--- config.mk ---
export PLATFORM = sky130hd
export DESIGN_NAME = instr_fetch_unit_flat
export DESIGN_NICKNAME = d
export VERILOG_FILES = /design/src/rtl/instr_fetch_unit_pkg.sv /design/src/rtl/instr_fetch_unit_if.sv /design/src/rtl/instr_fetch_unit_fetch_queue.sv /design/src/rtl/instr_fetch_unit.sv /design/src/flat_wrapper.sv
export SDC_FILE = /design/constraint.sdc
export NUM_CORES = 1
export LEC_CHECK = 0
export ABC_AREA = 1
export CORE_UTILIZATION = 45
export CTS_BUF_LIST = sky130_fd_sc_hd__clkbuf_2 sky130_fd_sc_hd__clkbuf_4 sky130_fd_sc_hd__clkbuf_8
export DETAILED_ROUTE_END_ITERATION = 8
export PLACE_DENSITY = 0.71
export SLEW_MARGIN = 30
export SYNTH_ARGS = -nofsm -noshare
export SYNTH_HDL_FRONTEND = slang
export SYNTH_SLANG_ARGS = --single-unit
export TNS_END_PERCENT = 5
--- constraint.sdc ---
create_clock -name clock -period 5.3 [get_ports clock]
set_clock_uncertainty 0.15 [all_clocks]
set_input_delay 1.06 -clock clock [delete_from_list [all_inputs] [get_ports clock]]
set_output_delay 1.06 -clock clock [all_outputs]
set_load 0.1 [all_outputs]
--- src/rtl/instr_fetch_unit_pkg.sv ---
// Shared definitions for the instruction fetch slice: FSM encodings, word widths,
// the queue entry layout and PC helpers.
package instr_fetch_unit_pkg;

    localparam int          INSTR_W = 16;
    localparam logic [15:0] PC_STEP = 16'd2;

    typedef enum logic [1:0] {
        FS_IDLE = 2'b00,
        FS_REQ  = 2'b01,
        FS_DROP = 2'b10
    } fetch_state_e;

    typedef struct packed {
        logic [15:0]        pc;
        logic [INSTR_W-1:0] instr;
    } fetch_entry_t;

    // Instructions are halfword aligned; an odd target is pulled down to the even address.
    function automatic logic [15:0] align_pc(input logic [15:0] pc);
        return pc & 16'hFFFE;
    endfunction

endpackage

--- src/rtl/instr_fetch_unit_if.sv ---
// Bus bundle around the fetch unit: instruction-memory port, decode port and branch redirect.
//   imem: req is held high with a stable addr until the cycle ack=1; rdata is valid only in
//         that ack cycle. ack while req=0 carries no meaning.
//   ir:   the head transfers on any rising edge where ir_valid & ir_ready; ir_valid never
//         depends on ir_ready, and ir/ir_pc stay stable while ir_valid & ~ir_ready.
interface instr_fetch_unit_if;
    import instr_fetch_unit_pkg::*;

    logic               imem_req;
    logic [15:0]        imem_addr;
    logic               imem_ack;
    logic [INSTR_W-1:0] imem_rdata;
    logic               ir_valid;
    logic               ir_ready;
    logic [INSTR_W-1:0] ir;
    logic [15:0]        ir_pc;
    logic               redirect;
    logic [15:0]        redirect_pc;

    modport master (
        output imem_req, imem_addr, ir_valid, ir, ir_pc,
        input  imem_ack, imem_rdata, ir_ready, redirect, redirect_pc
    );

    modport slave (
        input  imem_req, imem_addr, ir_valid, ir, ir_pc,
        output imem_ack, imem_rdata, ir_ready, redirect, redirect_pc
    );

endinterface

--- src/rtl/instr_fetch_unit_fetch_queue.sv ---
// fetch_queue: DEPTH-entry FIFO of {pc, instr} between the memory side and decode.
// Synchronous flush clears it in one cycle and wins over a same-cycle push.
module instr_fetch_unit_fetch_queue
    import instr_fetch_unit_pkg::*;
#(
    parameter  int DEPTH = 2,
    localparam int PW    = $clog2(DEPTH),
    localparam int CW    = $clog2(DEPTH + 1)
) (
    input  logic          clock,
    input  logic          reset,
    input  logic          push,
    input  fetch_entry_t  push_data,
    input  logic          pop,
    input  logic          flush,
    output fetch_entry_t  head,
    output logic [CW-1:0] count,
    output logic          empty,
    output logic          full
);

    fetch_entry_t  mem [DEPTH];
    logic [PW-1:0] wr_ptr;
    logic [PW-1:0] rd_ptr;
    logic          do_pop;

    assign empty  = (count == '0);
    assign full   = (count == CW'(DEPTH));
    assign do_pop = pop & ~empty;
    assign head   = mem[rd_ptr];

    // DEPTH is a power of two, so the pointers wrap by plain overflow.
    always_ff @(posedge clock) begin
        if (reset || flush) begin
            wr_ptr <= '0;
            rd_ptr <= '0;
            count  <= '0;
        end else begin
            if (push) begin
                mem[wr_ptr] <= push_data;
                wr_ptr      <= wr_ptr + 1'b1;
            end
            if (do_pop) begin
                rd_ptr <= rd_ptr + 1'b1;
            end
            count <= count + CW'(push) - CW'(do_pop);
        end
    end

endmodule

--- src/rtl/instr_fetch_unit.sv ---
// Front end of the 16-bit CPU: owns the PC, fetches words over req/ack into a small queue
// and hands them to decode; branch redirects flush the queue and squash in-flight fetches.
module instr_fetch_unit
    import instr_fetch_unit_pkg::*;
#(
    parameter int          DEPTH    = 2,
    parameter logic [15:0] RESET_PC = 16'h0000
) (
    input  logic                clock,
    input  logic                reset,
    instr_fetch_unit_if.master  bus,
    output fetch_state_e        fsm_state
);

    localparam int CW = $clog2(DEPTH + 1);

    fetch_state_e  state_q, state_d;
    logic [15:0]   fetch_pc_q, fetch_pc_d;
    logic [15:0]   req_addr_q;

    fetch_entry_t  push_data;
    fetch_entry_t  head;
    logic          push;
    logic          pop;
    logic          flush;
    logic [CW-1:0] count;
    logic          q_empty;
    logic          q_full;
    logic [CW:0]   count_after_push;

    instr_fetch_unit_fetch_queue #(.DEPTH(DEPTH)) u_fetch_queue (
        .clock     (clock),
        .reset     (reset),
        .push      (push),
        .push_data (push_data),
        .pop       (pop),
        .flush     (flush),
        .head      (head),
        .count     (count),
        .empty     (q_empty),
        .full      (q_full)
    );

    // Next-state logic. A new request is only issued when its word already has a slot, so
    // the queue can never overflow while a fetch is outstanding.
    always_comb begin
        state_d          = state_q;
        fetch_pc_d       = fetch_pc_q;
        push             = 1'b0;
        flush            = bus.redirect;
        pop              = ~q_empty & bus.ir_ready;
        push_data.pc     = fetch_pc_q;
        push_data.instr  = bus.imem_rdata;
        count_after_push = {1'b0, count} + (CW+1)'(1) - (CW+1)'(pop);

        case (state_q)
            FS_IDLE: begin
                if (!bus.redirect && (count < CW'(DEPTH))) begin
                    state_d = FS_REQ;
                end
            end
            FS_REQ: begin
                if (bus.redirect) begin
                    state_d = bus.imem_ack ? FS_IDLE : FS_DROP;
                end else if (bus.imem_ack) begin
                    push       = 1'b1;
                    fetch_pc_d = fetch_pc_q + PC_STEP;
                    state_d    = (count_after_push < (CW+1)'(DEPTH)) ? FS_REQ : FS_IDLE;
                end
            end
            FS_DROP: begin
                if (bus.imem_ack) begin
                    state_d = FS_IDLE;
                end
            end
            default: state_d = FS_IDLE;
        endcase

        if (bus.redirect) begin
            fetch_pc_d = align_pc(bus.redirect_pc);
        end
    end

    // req_addr_q freezes the squashed request's address while fetch_pc already follows the branch.
    always_ff @(posedge clock) begin
        if (reset) begin
            state_q    <= FS_IDLE;
            fetch_pc_q <= RESET_PC;
            req_addr_q <= RESET_PC;
        end else begin
            state_q    <= state_d;
            fetch_pc_q <= fetch_pc_d;
            if (state_d != FS_DROP) begin
                req_addr_q <= fetch_pc_d;
            end
        end
    end

    assign bus.imem_req  = (state_q == FS_REQ) || (state_q == FS_DROP);
    assign bus.imem_addr = (state_q == FS_DROP) ? req_addr_q : fetch_pc_q;
    assign bus.ir_valid  = ~q_empty;
    assign bus.ir        = q_empty ? '0 : head.instr;
    assign bus.ir_pc     = q_empty ? 16'h0000 : head.pc;
    assign fsm_state     = state_q;

    no_push_when_full: assert property (@(posedge clock) disable iff (reset || flush)
        !(push && q_full));

endmodule
--- src/flat_wrapper.sv ---
// flat-port wrapper written by rule: the top's interface ports become plain ports
module instr_fetch_unit_flat import instr_fetch_unit_pkg::*;
#(
    parameter int          DEPTH    = 2,
    parameter logic [15:0] RESET_PC = 16'h0000
)
  (clock, reset, fsm_state, bus_imem_req, bus_imem_addr, bus_ir_valid, bus_ir, bus_ir_pc, bus_imem_ack, bus_imem_rdata, bus_ir_ready, bus_redirect, bus_redirect_pc);
  instr_fetch_unit_if bus_i ();
  input  logic clock;
  input  logic reset;
  output fetch_state_e fsm_state;
  output wire logic [$bits(bus_i.imem_req)-1:0] bus_imem_req;
  output wire logic [$bits(bus_i.imem_addr)-1:0] bus_imem_addr;
  output wire logic [$bits(bus_i.ir_valid)-1:0] bus_ir_valid;
  output wire logic [$bits(bus_i.ir)-1:0] bus_ir;
  output wire logic [$bits(bus_i.ir_pc)-1:0] bus_ir_pc;
  input wire logic [$bits(bus_i.imem_ack)-1:0] bus_imem_ack;
  input wire logic [$bits(bus_i.imem_rdata)-1:0] bus_imem_rdata;
  input wire logic [$bits(bus_i.ir_ready)-1:0] bus_ir_ready;
  input wire logic [$bits(bus_i.redirect)-1:0] bus_redirect;
  input wire logic [$bits(bus_i.redirect_pc)-1:0] bus_redirect_pc;
  assign bus_imem_req = bus_i.imem_req;
  assign bus_imem_addr = bus_i.imem_addr;
  assign bus_ir_valid = bus_i.ir_valid;
  assign bus_ir = bus_i.ir;
  assign bus_ir_pc = bus_i.ir_pc;
  assign bus_i.imem_ack = bus_imem_ack;
  assign bus_i.imem_rdata = bus_imem_rdata;
  assign bus_i.ir_ready = bus_ir_ready;
  assign bus_i.redirect = bus_redirect;
  assign bus_i.redirect_pc = bus_redirect_pc;
  instr_fetch_unit #(.DEPTH(DEPTH), .RESET_PC(RESET_PC)) u_core (.clock(clock), .reset(reset), .bus(bus_i), .fsm_state(fsm_state));
endmodule
==> impl_results.rst <==
.. list-table::
   :header-rows: 1

   * - Metric
     - Value
   * - Routability congestion estimate
     - 0.876
   * - Kind of capture point of the worst setup path
     - output port
   * - Synthesized netlist net count
     - 573
   * - Gr usage total
     - 20.0%
   * - Number of instances resized during post-cts repair
     - 0
   * - Total via count after detailed routing
     - 3816
   * - Power density of the placed cells
     - 274 nW/um^2
   * - Critical path fanouts, max
     - 32
   * - 1st-pass router iterations
     - 4
   * - Clock latency of the later-clocked register in the worst-skew pair
     - 0.36 ns
   * - Share of final-layout standard cells stronger than drive strength 1
     - 7.83%
   * - Largest net degree at the start of global routing
     - 35
   * - Ant. Diodes
     - 0
   * - Via count of the first global-routing pass
     - 3579
   * - Summed instance area of the synthesized netlist
     - 4700 um^2
   * - Tightest Hold Check Type
     - reg2reg
   * - Ratio of final minimum period to clock period
     - 77.0%
   * - Post CTS Setup Buffer Count
     - 0
   * - Final worst slack
     - 1.22 ns
   * - Transition at the pin with the smallest max-transition slack
     - 1.03 ns
   * - Unrepaired setup endpoints after global routing
     - false
   * - Routed len/inst
     - 14.1 um
   * - Final max-slew violation count
     - 0
   * - Area occupied by multi-input gates
     - 1700 um^2
   * - Filler Cell Count
     - 854
   * - Count of port buffers added during placement
     - 87
   * - Antenna Violating Nets Remaining
     - 0
   * - Number of nets in the layout
     - 652
   * - Highest-count cells in the layout ignoring fill and taps
     - 155 x nand2_1, 87 x clkdlybuf4s50_1, 64 x edfxtp_1, 52 x a21oi_1, 45 x inv_1
   * - Fraction of registers with async set/reset
     - 0%
   * - Count of clock tree sinks
     - 103
   * - Mapped Cells
     - 529
   * - Chip width
     - 104 um
   * - Number of design-rule violations left by the first detailed-router iteration
     - 210
   * - Status
     - finished clean
   * - Core Footprint
     - 9950 um^2
   * - Detailed-route DRC error count
     - 0
   * - LEAKAGE
     - 2.27 nW
   * - CTS tree
     - done
   * - CTS buffer count
     - 9
   * - Number of ports placed on the die boundary
     - 89
   * - Max incr delay on CP
     - 1.21 ns
   * - Antenna violations before repair
     - 0
   * - Worst Setup Path Type
     - reg2out
   * - Yosys cell types
     - 32
   * - Total routed wirelength
     - 10500 um
   * - Cell-by-cell trace of the critical path
     - inv_1 -> ha_2 -> o21ai_0 -> clkdlybuf4s50_1
   * - Cts hold-fix bufs
     - 0
   * - Final hold violations
     - 0
   * - Maximum resistive drop on vdd
     - 130 uV
   * - Top achievable clock speed
     - 245 MHz
   * - Syn-to-layout area delta
     - 24.4%
   * - Area used by sequential logic in the layout
     - 2700 um^2
   * - Number of placement rows
     - 36
   * - Root buffer cell
     - clkbuf_8
   * - Vias per inst
     - 5.12
   * - Yosys warning count
     - 0
   * - Maximum clock path buffer count
     - 2
   * - Setup Total Neg Slack
     - 0 ns
   * - Slew margin rel.
     - 31.3%
   * - Clock-pin transition on the worst setup and hold timing paths
     - 0.10 ns
   * - Arrival time worst endpoint
     - 2.87 ns
   * - Count of max-cap constraint violations
     - 0
   * - Count of flip-flops with a built-in enable after synthesis
     - 64
   * - First-pass GRT wire length
     - 17400 um
   * - Y dimension of the die
     - 104 um
   * - Area of the die
     - 10900 um^2
   * - Data required time of the critical path
     - 4.09 ns
   * - Shortest clock period the worst path allows after layout
     - 4.08 ns
   * - Half-perimeter wire length after placement
     - 6870 um
   * - Kind of launch point of the worst setup path
     - flip-flop
   * - Post-Syn Area per Cell
     - 8.88 um^2
   * - Total of flip-flops plus latches after synthesis
     - 103
   * - Initial core utilization
     - 47.2%
   * - Seq/Total Area, Yosys
     - 57.5%
   * - Endpoints failing setup
     - 0
   * - H-tree depth
     - 3
   * - Most common cell after layout, fill and taps aside
     - nand2_1
   * - Slowest stage cell, crit path
     - clkdlybuf4s50_1
   * - Prevailing post-synth register cell
     - edfxtp_1
   * - Overflow left after global routing
     - 0
   * - Worst setup slack before clock tree synthesis
     - 1.23 ns
==> path summary, 6_finish.rpt <==
check | startpoint | slack [ns] | endpoint | cells after the start
setup / recovery | u_core.fsm_state[0] | 1.22 | bus_imem_addr[1] | 4
hold / removal | u_core.req_addr_q[5] | 0.33 | u_core.req_addr_q[5] | 2
setup reg to reg | u_core.fsm_state[1] | 2.76 | u_core.req_addr_q[4] | 10
hold reg to reg | u_core.req_addr_q[5] | 0.33 | u_core.req_addr_q[5] | 2
==> per-layer routing <==
| metal | share of wire (%) | global-route usage, % | vias up | routed length (um) |
|---|---|---|---|---|
| met5 | 0 | 0 | - | 0 |
| met4 | 0.91 | 6.53 | 0 | 96 |
| met3 | 6.1 | 2.32 | 11 | 639 |
| met2 | 46 | 31.7 | 161 | 4870 |
| met1 | 47 | 28.5 | 1749 | 4910 |
| li1 | - | - | 1895 | - |
==> cells by family after synthesis <==
kind of cell,after synthesis,synth area share (%)
buf+inv,74,6.66
simple gates,250,23.5
flops,103,57.5
compound gates,94,10.3
fa+ha+maj,7,1.86
xor+xnor,1,0.186
==> stage by stage <==
stage | hold slack, ns | cell area [um^2] | util (%) | std cells | power [mW]
after CTS | 0.331 | 5850 | 58.7 | 746 | 1.62
after global placement | 0.313 | 5660 | 56.8 | 730 | 1.15
after global routing | 0.361 | 5850 | 58.7 | 746 | 1.67
after floorplan | 0.295 | 4700 | - | 529 | 1.08
final | 0.335 | 5850 | 58.7 | 746 | 1.60
after detailed placement | 0.314 | 5660 | 56.8 | 730 | 1.15
==> registers in the layout, indices dropped and copies added, names as in the netlist, named ones only <==
name	cells
u_core.u_fetch_queue.wr_ptr	1
u_core.fsm_state	2
u_core.fetch_pc_q	16
u_core.u_fetch_queue.count	2
u_core.req_addr_q	16
u_core.u_fetch_queue.mem	64
u_core.u_fetch_queue.rd_ptr	1
==> worst max-delay path: cells and delay by family, from the launching register on <==
kind	cells	cell delay (ns)
buffers and inverters	2	1.32
adders and majority gates	1	0.38
DFF	1	0.43
AOI/OAI and AO/OA	1	0.39
==> layout make-up <==
cell class	count	area share [%]
flip-flops and latches	103	46.2
multi-input cells	352	29.1
repair buffers	91	15.4
inverters	51	3.27
well taps	133	2.85
clock buffers	9	2.12
clock inverters	7	1.09
==> report_power, final <==
| part | leakage [nW] | internal, mW | total (mW) | switching, mW |
|---|---|---|---|---|
| clock network | 0.0956 | 0.183 | 0.465 | 0.283 |
| registers | 0.902 | 0.869 | 0.888 | 0.0185 |
| logic | 1.28 | 0.0725 | 0.251 | 0.178 |
==> cells in the mapped netlist, types with 2 or more instances <==
cell type    n  area share, %
nor3b_1      2           0.32
nor2_2       2           0.27
nand3_2      4           0.85
inv_2        4           0.32
o21ai_0     30            3.2
nand3_1     24            2.6
nor3_1       3           0.32
clkbuf_1    17            1.4
nand4_1      4           0.53
ha_1         7            1.9
nor2_4       3           0.72
o21ai_1      9           0.96
nand2_2      3           0.40
nor2_1      45            3.6
a21oi_1     52            5.5
buf_6        4           0.96
dfxtp_1     39             17
inv_1       46            3.7
edfxtp_1    64             41
nand2_1    155             12
(Power assumes the default switching activity.)
